[config.mk]
export PLATFORM = sky130hd
export DESIGN_NAME = avalon_mem_loader
export DESIGN_NICKNAME = d
export VERILOG_FILES = /design/src/rtl/avalon_mem_pkg.sv /design/src/rtl/avalon_word_packer.sv /design/src/rtl/avalon_mem_loader.sv
export SDC_FILE = /design/constraint.sdc
export NUM_CORES = 1
export LEC_CHECK = 0
export ABC_CLOCK_PERIOD_IN_PS = 2550
export CAP_MARGIN = 20
export CORE_AREA = 2 2 477 479
export CTS_BUF_LIST = sky130_fd_sc_hd__clkbuf_2 sky130_fd_sc_hd__clkbuf_4 sky130_fd_sc_hd__clkbuf_8
export CTS_CLUSTER_SIZE = 28
export DETAILED_ROUTE_END_ITERATION = 6
export DIE_AREA = 0 0 479 481
export PLACE_DENSITY = 0.42
export SLEW_MARGIN = 10
export SYNTH_ARGS = -nofsm -noshare
export SYNTH_HDL_FRONTEND = slang
export SYNTH_SLANG_ARGS = --single-unit
export TNS_END_PERCENT = 30
[constraint.sdc]
create_clock -name clk -period 2.55 [get_ports clk]
set_input_delay 0.51 -clock clk [delete_from_list [all_inputs] [get_ports clk]]
set_output_delay 0.51 -clock clk [all_outputs]
set_load 0.01 [all_outputs]
[src/rtl/avalon_mem_pkg.sv]
// Shared widths, state encoding and address shift for the Avalon memory loader.
package avalon_mem_pkg;

  localparam int LINE_W         = 512;
  localparam int BE_W           = 64;
  localparam int WORD_W         = 32;
  localparam int WORDS_PER_LINE = 16;
  localparam int BYTE_SHIFT     = 6;
  localparam int WCNT_W         = $clog2(WORDS_PER_LINE);

  typedef enum logic [2:0] {
    IDLE,
    FILL,
    WRITE,
    RD_REQ,
    RD_WAIT,
    DONE
  } state_e;

endpackage

[src/rtl/avalon_word_packer.sv]
// Packs a 32-bit valid/ready word stream into one 512-bit line; word k lands in bits [32k+31:32k].
module avalon_word_packer
  import avalon_mem_pkg::*;
(
  input  logic              clk,
  input  logic              rstn,
  input  logic              clr_i,
  input  logic              en_i,
  input  logic              valid_i,
  input  logic [WORD_W-1:0] data_i,
  output logic              ready_o,
  output logic              full_o,
  output logic [LINE_W-1:0] line_o
);

  logic [WCNT_W-1:0] wcnt_q, wcnt_d;
  logic [LINE_W-1:0] pack_q, pack_d;
  logic              take;

  assign ready_o = en_i;
  assign take    = valid_i & en_i;
  assign full_o  = take & (wcnt_q == WCNT_W'(WORDS_PER_LINE - 1));
  assign line_o  = pack_q;

  always_comb begin
    pack_d = pack_q;
    wcnt_d = wcnt_q;
    if (clr_i) begin
      wcnt_d = '0;
    end else if (take) begin
      pack_d[wcnt_q*WORD_W +: WORD_W] = data_i;
      wcnt_d = wcnt_q + 1'b1;
    end
  end

  always_ff @(posedge clk or negedge rstn) begin
    if (!rstn) begin
      wcnt_q <= '0;
      pack_q <= '0;
    end else begin
      wcnt_q <= wcnt_d;
      pack_q <= pack_d;
    end
  end

endmodule

[src/rtl/avalon_mem_loader.sv]
// Avalon-MM master loading 16-word runs as 512-bit lines into consecutive (wrapping) line addresses.
// Optional readback compare enabled by defining AVALON_LOADER_READBACK_EN.
module avalon_mem_loader
  import avalon_mem_pkg::*;
#(
  parameter logic [63:0] BaseAddr  = 64'h0,
  parameter int          NumLines  = 512,
  parameter int          RdLatency = 1,
  localparam int         LW        = $clog2(NumLines)
) (
  input  logic              clk,
  input  logic              rstn,
  input  logic              Start_i,
  input  logic [LW-1:0]     StartLine_i,
  input  logic [LW:0]       Len_i,
  input  logic [WORD_W-1:0] S_Data_i,
  input  logic              S_Valid_i,
  output logic              S_Ready_o,
  output logic              Busy_o,
  output logic              Done_o,
  output logic              Err_o,
  output logic [63:0]       AvalonAddr_o,
  output logic              AvalonRead_o,
  output logic              AvalonWrite_o,
  output logic [BE_W-1:0]   AvalonByteEnable_o,
  output logic [LINE_W-1:0] AvalonWriteData_o,
  input  logic [LINE_W-1:0] AvalonReadData_i,
  output logic              AvalonLock_o,
  input  logic              AvalonWaitReq_i
);

  state_e            state_q, state_d;
  logic [LW-1:0]     start_line_q, start_line_d;
  logic [LW:0]       len_q, len_d;
  logic [LW:0]       line_cnt_q, line_cnt_d;
  logic [LW:0]       line_nxt;
  logic [LW-1:0]     line_idx;
  logic              pk_clr, pk_full, pk_ready;
  logic [LINE_W-1:0] pack_line;
  logic              wr, rd, advance;

`ifdef AVALON_LOADER_READBACK_EN
  logic [2:0] rd_cnt_q, rd_cnt_d;
  logic       err_q, err_d;
`endif

  avalon_word_packer u_packer (
    .clk     (clk),
    .rstn    (rstn),
    .clr_i   (pk_clr),
    .en_i    (state_q == FILL),
    .valid_i (S_Valid_i),
    .data_i  (S_Data_i),
    .ready_o (pk_ready),
    .full_o  (pk_full),
    .line_o  (pack_line)
  );

  // Line index wraps naturally in LW bits, giving modulo-NumLines addressing.
  assign line_idx = start_line_q + line_cnt_q[LW-1:0];
  assign line_nxt = line_cnt_q + 1'b1;

  always_comb begin
    state_d      = state_q;
    start_line_d = start_line_q;
    len_d        = len_q;
    line_cnt_d   = line_cnt_q;
    pk_clr       = 1'b0;
    wr           = 1'b0;
    rd           = 1'b0;
    advance      = 1'b0;
`ifdef AVALON_LOADER_READBACK_EN
    rd_cnt_d     = rd_cnt_q;
    err_d        = err_q;
`endif
    case (state_q)
      IDLE: begin
        if (Start_i) begin
          start_line_d = StartLine_i;
          len_d        = Len_i;
          line_cnt_d   = '0;
          pk_clr       = 1'b1;
`ifdef AVALON_LOADER_READBACK_EN
          err_d        = 1'b0;
`endif
          state_d      = (Len_i == '0) ? DONE : FILL;
        end
      end
      FILL: begin
        if (pk_full) state_d = WRITE;
      end
      WRITE: begin
        wr = 1'b1;
        if (!AvalonWaitReq_i) begin
`ifdef AVALON_LOADER_READBACK_EN
          state_d = RD_REQ;
`else
          advance = 1'b1;
`endif
        end
      end
`ifdef AVALON_LOADER_READBACK_EN
      RD_REQ: begin
        rd       = 1'b1;
        rd_cnt_d = '0;
        if (!AvalonWaitReq_i) state_d = RD_WAIT;
      end
      RD_WAIT: begin
        rd_cnt_d = rd_cnt_q + 1'b1;
        if (rd_cnt_q == 3'(RdLatency - 1)) begin
          if (AvalonReadData_i != pack_line) err_d = 1'b1;
          advance = 1'b1;
        end
      end
`endif
      DONE:    state_d = IDLE;
      default: state_d = IDLE;
    endcase
    if (advance) begin
      line_cnt_d = line_nxt;
      state_d    = (line_nxt == len_q) ? DONE : FILL;
    end
  end

  always_ff @(posedge clk or negedge rstn) begin
    if (!rstn) begin
      state_q      <= IDLE;
      start_line_q <= '0;
      len_q        <= '0;
      line_cnt_q   <= '0;
`ifdef AVALON_LOADER_READBACK_EN
      rd_cnt_q     <= '0;
      err_q        <= 1'b0;
`endif
    end else begin
      state_q      <= state_d;
      start_line_q <= start_line_d;
      len_q        <= len_d;
      line_cnt_q   <= line_cnt_d;
`ifdef AVALON_LOADER_READBACK_EN
      rd_cnt_q     <= rd_cnt_d;
      err_q        <= err_d;
`endif
    end
  end

  assign S_Ready_o          = pk_ready;
  assign Busy_o             = (state_q != IDLE);
  assign Done_o             = (state_q == DONE);
  assign AvalonWrite_o      = wr;
  assign AvalonRead_o       = rd;
  assign AvalonAddr_o       = (wr | rd) ? (BaseAddr + 64'({line_idx, {BYTE_SHIFT{1'b0}}})) : 64'h0;
  assign AvalonByteEnable_o = '1;
  assign AvalonWriteData_o  = pack_line;
  assign AvalonLock_o       = 1'b0;

`ifdef AVALON_LOADER_READBACK_EN
  assign Err_o = err_q;
`else
  logic unused_rd;
  assign unused_rd = (^AvalonReadData_i) ^ (RdLatency > 4);
  assign Err_o     = 1'b0;
`endif

endmodule

==> results.py <==
metrics = {
    "status": {
        "outcome": "complete, but fails checks",
        "violations": "setup timing",
    },
    "clocking": {
        "cts_tree": "done",
        "numCtsBuffers": 106,
        "h-tree-depth": 3,
        "cts_num_sinks": 548,
        "cts.path.max_buffers": 3,
        "clk_pin_slew_worst_paths_ns": 0.06,
        "root_buffer": "clkbuf_8",
        "clkLatencyLatePin_ns": 0.87,
    },
    "sta": {
        "layout_setup_ws_ns": -0.800,
        "max_freq_ghz": 0.298,
        "finalCritPeriodShare_pct": 131,
        "slew-limit-headroom_pct": 42.9,
        "slew_viol_final": 0,
        "rsz0062_at_grt": "true",
        "finalHoldViolCount": 0,
        "final.setup_skew_ns": 0.0803,
        "tightest_slew_ns": 0.857,
        "setup_violations": 8,
        "layout_min_cycle_time_ns": 3.35,
    },
    "drt": {
        "wl_per_cell_um": 19.8,
        "routed_via_density": 3.11,
        "drt-total-wl_um": 121000,
        "ant_nets": 0,
        "drc": 0,
        "dr.pass1.iters": 5,
        "vias": 19000,
        "drt_iter0_drc": 1011,
    },
    "synthesis": {
        "yosysSeqAreaShare_pct": 60.8,
        "synthCells": 2302,
        "ys_ff_latch": 548,
        "synth_cell_types": 60,
        "synth_ff_type": "dfrtp_1",
        "syn_area_um2": 22600,
        "avgSynthCellArea_um2": 9.80,
        "synth_edf_count": 0,
        "yosysWarnings": 0,
        "postSynth.asyncResetShare_pct": 100,
    },
    "placement": {
        "placed_cells": 5876,
        "io_buffer_count": 580,
        "detailed_place_hpwl_um": 88800,
        "finalWeightedCongestion": 0.762,
        "dp_slack_ns": -0.496,
    },
    "setup_path": {
        "worstPathCellList": "ha_4 -> inv_2 -> fa_2 -> nor2b_2 -> o21ai_1 -> nand2b_1 -> a311oi_2 -> o31a_1 -> o21a_1 -> buf_6",
        "crit_type": "flip-flop to output port",
        "r2r-start": "u_packer.wcnt_q[3]",
        "crit_fanout": 2,
        "cp-start-kind": "flip-flop",
        "critPathTopFamily": "compound AO/OA/AOI/OAI gates",
        "crit_required_ns": 2.04,
        "worst_path_largest_cell_delay_ns": 0.40,
        "arrival_ns": 2.84,
        "r2r-end": "u_packer.line_o[208]",
        "timing.critical_path.slowest_stage_cell": "dfrtp_1",
        "r2r_setup_slack_ns": 0.17,
        "critPathBufInv": 2,
        "cp-end-kind": "output port",
        "r2r_cells": 6,
    },
    "global_routing": {
        "grt_pass1_wl_um": 163000,
        "busiest_layer": "met2",
        "use_met1_pct": 13.8,
        "use_met3_pct": 3.79,
        "use_met2_pct": 15.0,
        "grt_max_degree": 88,
        "grt_usage_pct": 10.2,
        "gr-total-overflow": 0,
        "grt_pass1_vias": 18900,
        "antenna_found_initial": 34,
    },
    "finish": {
        "area_growth_pct": 56.8,
        "finalNonFillerCells": 6106,
        "fin_nets": 3568,
        "nFillCells": 25400,
        "seq_area_um2": 13700,
        "multi_input_area_um2": 7810,
        "drive_above_1_share_pct": 14.7,
    },
    "run": {
        "maxCapViolations": 0,
    },
    "power": {
        "powerDensity_nw_per_um2": 1090,
        "irDropWorstVdd_mv": 0.749,
        "p_total_uw": 38400,
        "p_leak_uw": 0.0145,
    },
    "floorplan": {
        "ioPinCount": 1215,
        "die_h_um": 481,
        "start_util_pct": 10.0,
        "die-area_um2": 230000,
        "rows": 175,
        "die-width_um": 479,
        "core_area_um2": 226000,
    },
    "hold_path": {
        "min_path_type": "input port to async pin",
    },
}
## cells by family after synthesis
| kind of cell | Yosys count | synth area share, % |
|---|---|---|
| compound gates | 559 | 13.8 |
| xor+xnor | 21 | 0.848 |
| fa+ha+maj | 13 | 0.754 |
| mux | 25 | 1.30 |
| flops | 548 | 60.8 |
| other cells | 2 | 0.0333 |
| buf+inv | 313 | 7.54 |
| simple gates | 821 | 15.0 |
## synthesized netlist by cell type, drive strengths merged (2+ instances only)
cell type,n,share of area [%]
and2,9,0.25
nand2b,3,0.083
nor2b,6,0.17
nor3b,3,0.17
buf,159,5.0
nand3,11,0.24
xnor2,9,0.35
nor4,5,0.17
a311oi,2,0.078
mux2i,2,0.089
clkbuf,111,1.8
a21oi,7,0.16
nor3,13,0.35
or2,2,0.055
o31ai,100,3.3
mux2,23,1.2
dfrtp,548,61
nand4,35,0.97
nand2,691,12
ha,12,0.67
nor2,31,0.52
inv,43,0.72
o21ai,433,9.6
a22o,2,0.078
or3,3,0.083
xor2,12,0.50
and3,4,0.11
conb,2,0.033
o22a,2,0.078
## worst max-delay path by stage
| stage | from | depth (start not counted) | slack, ns | endpoint |
|---|---|---|---|---|
| 2_1_floorplan | line_cnt_q[0] | 9 | 0.08 | AvalonAddr_o[14] |
| 3_3_place_gp | line_cnt_q[0] | 10 | -0.51 | AvalonAddr_o[14] |
| 3_5_place_dp | line_cnt_q[0] | 10 | -0.50 | AvalonAddr_o[14] |
| 4_1_cts | line_cnt_q[0] | 10 | -1.00 | AvalonAddr_o[14] |
| 5_1_grt | line_cnt_q[0] | 10 | -1.01 | AvalonAddr_o[14] |
| 6_report | start_line_q[0] | 10 | -0.80 | AvalonAddr_o[14] |
## registers in the layout, summed over array words and instances, names as in the netlist
name / count
line_cnt_q: 10
start_line_q: 9
len_q: 10
u_packer.wcnt_q: 4
state_q: 3
u_packer.line_o: 512
## layout by cell type, fill, tap and decap left out, types with 27 or more instances in the layout
master           synthesis  layout
nand4_1                 35      35
o21ai_1                 57      58
o21ai_0                376     374
nor2_1                  31      27
clkdlybuf4s50_1          0     539
clkbuf_4                 0      45
buf_12                   0      42
conb_1                   2     122
buf_4                  126      98
o31ai_1                100     100
nand2_1                683     674
clkbuf_8                 0     130
inv_1                   42      41
dfrtp_1                548     542
## timing repair
item	4_1_cts	5_1_grt
setup endpoints to repair	114	153
setup buffers	8	6
gates cloned	0	0
hold endpoints to repair	255	0
hold buffers	1	0
gates resized for setup	114	16
pin swaps	17	11
## per-stage QoR
step                util (%)  setup TNS, ns  hold slack, ns  area (µm²)
floorplan                  -              0           0.214       23000
global placement        14.4          -5.58           0.461       32600
detailed placement      14.5          -3.30           0.464       32600
CTS                     15.6          -5.83          0.0625       35200
global route            15.7          -5.98           0.136       35400
finish                  15.7          -4.31           0.200       35400
## report_power, final
group,internal [µW],switching [µW],total (µW)
registers,11100,1510,12600
logic,6280,9100,15400
clock network,6010,4390,10400
## final cells by class
| class | count | share of cell area, % |
|---|---|---|
| clock buffers | 175 | 6.01 |
| inverters | 43 | 0.456 |
| well taps | 3009 | 10.6 |
| diodes | 19 | 0.134 |
| flip-flops and latches | 548 | 38.8 |
| multi-input cells | 1561 | 22.1 |
| clock inverters | 24 | 1.02 |
| repair buffers | 727 | 20.9 |
## per-layer routing
metal	routed length (µm)	up-vias
met1	55800	9052
met5	93	-
li1	-	8928
met4	3650	14
met3	10900	179
met2	50200	844
Power figures use the tool's default switching activity.
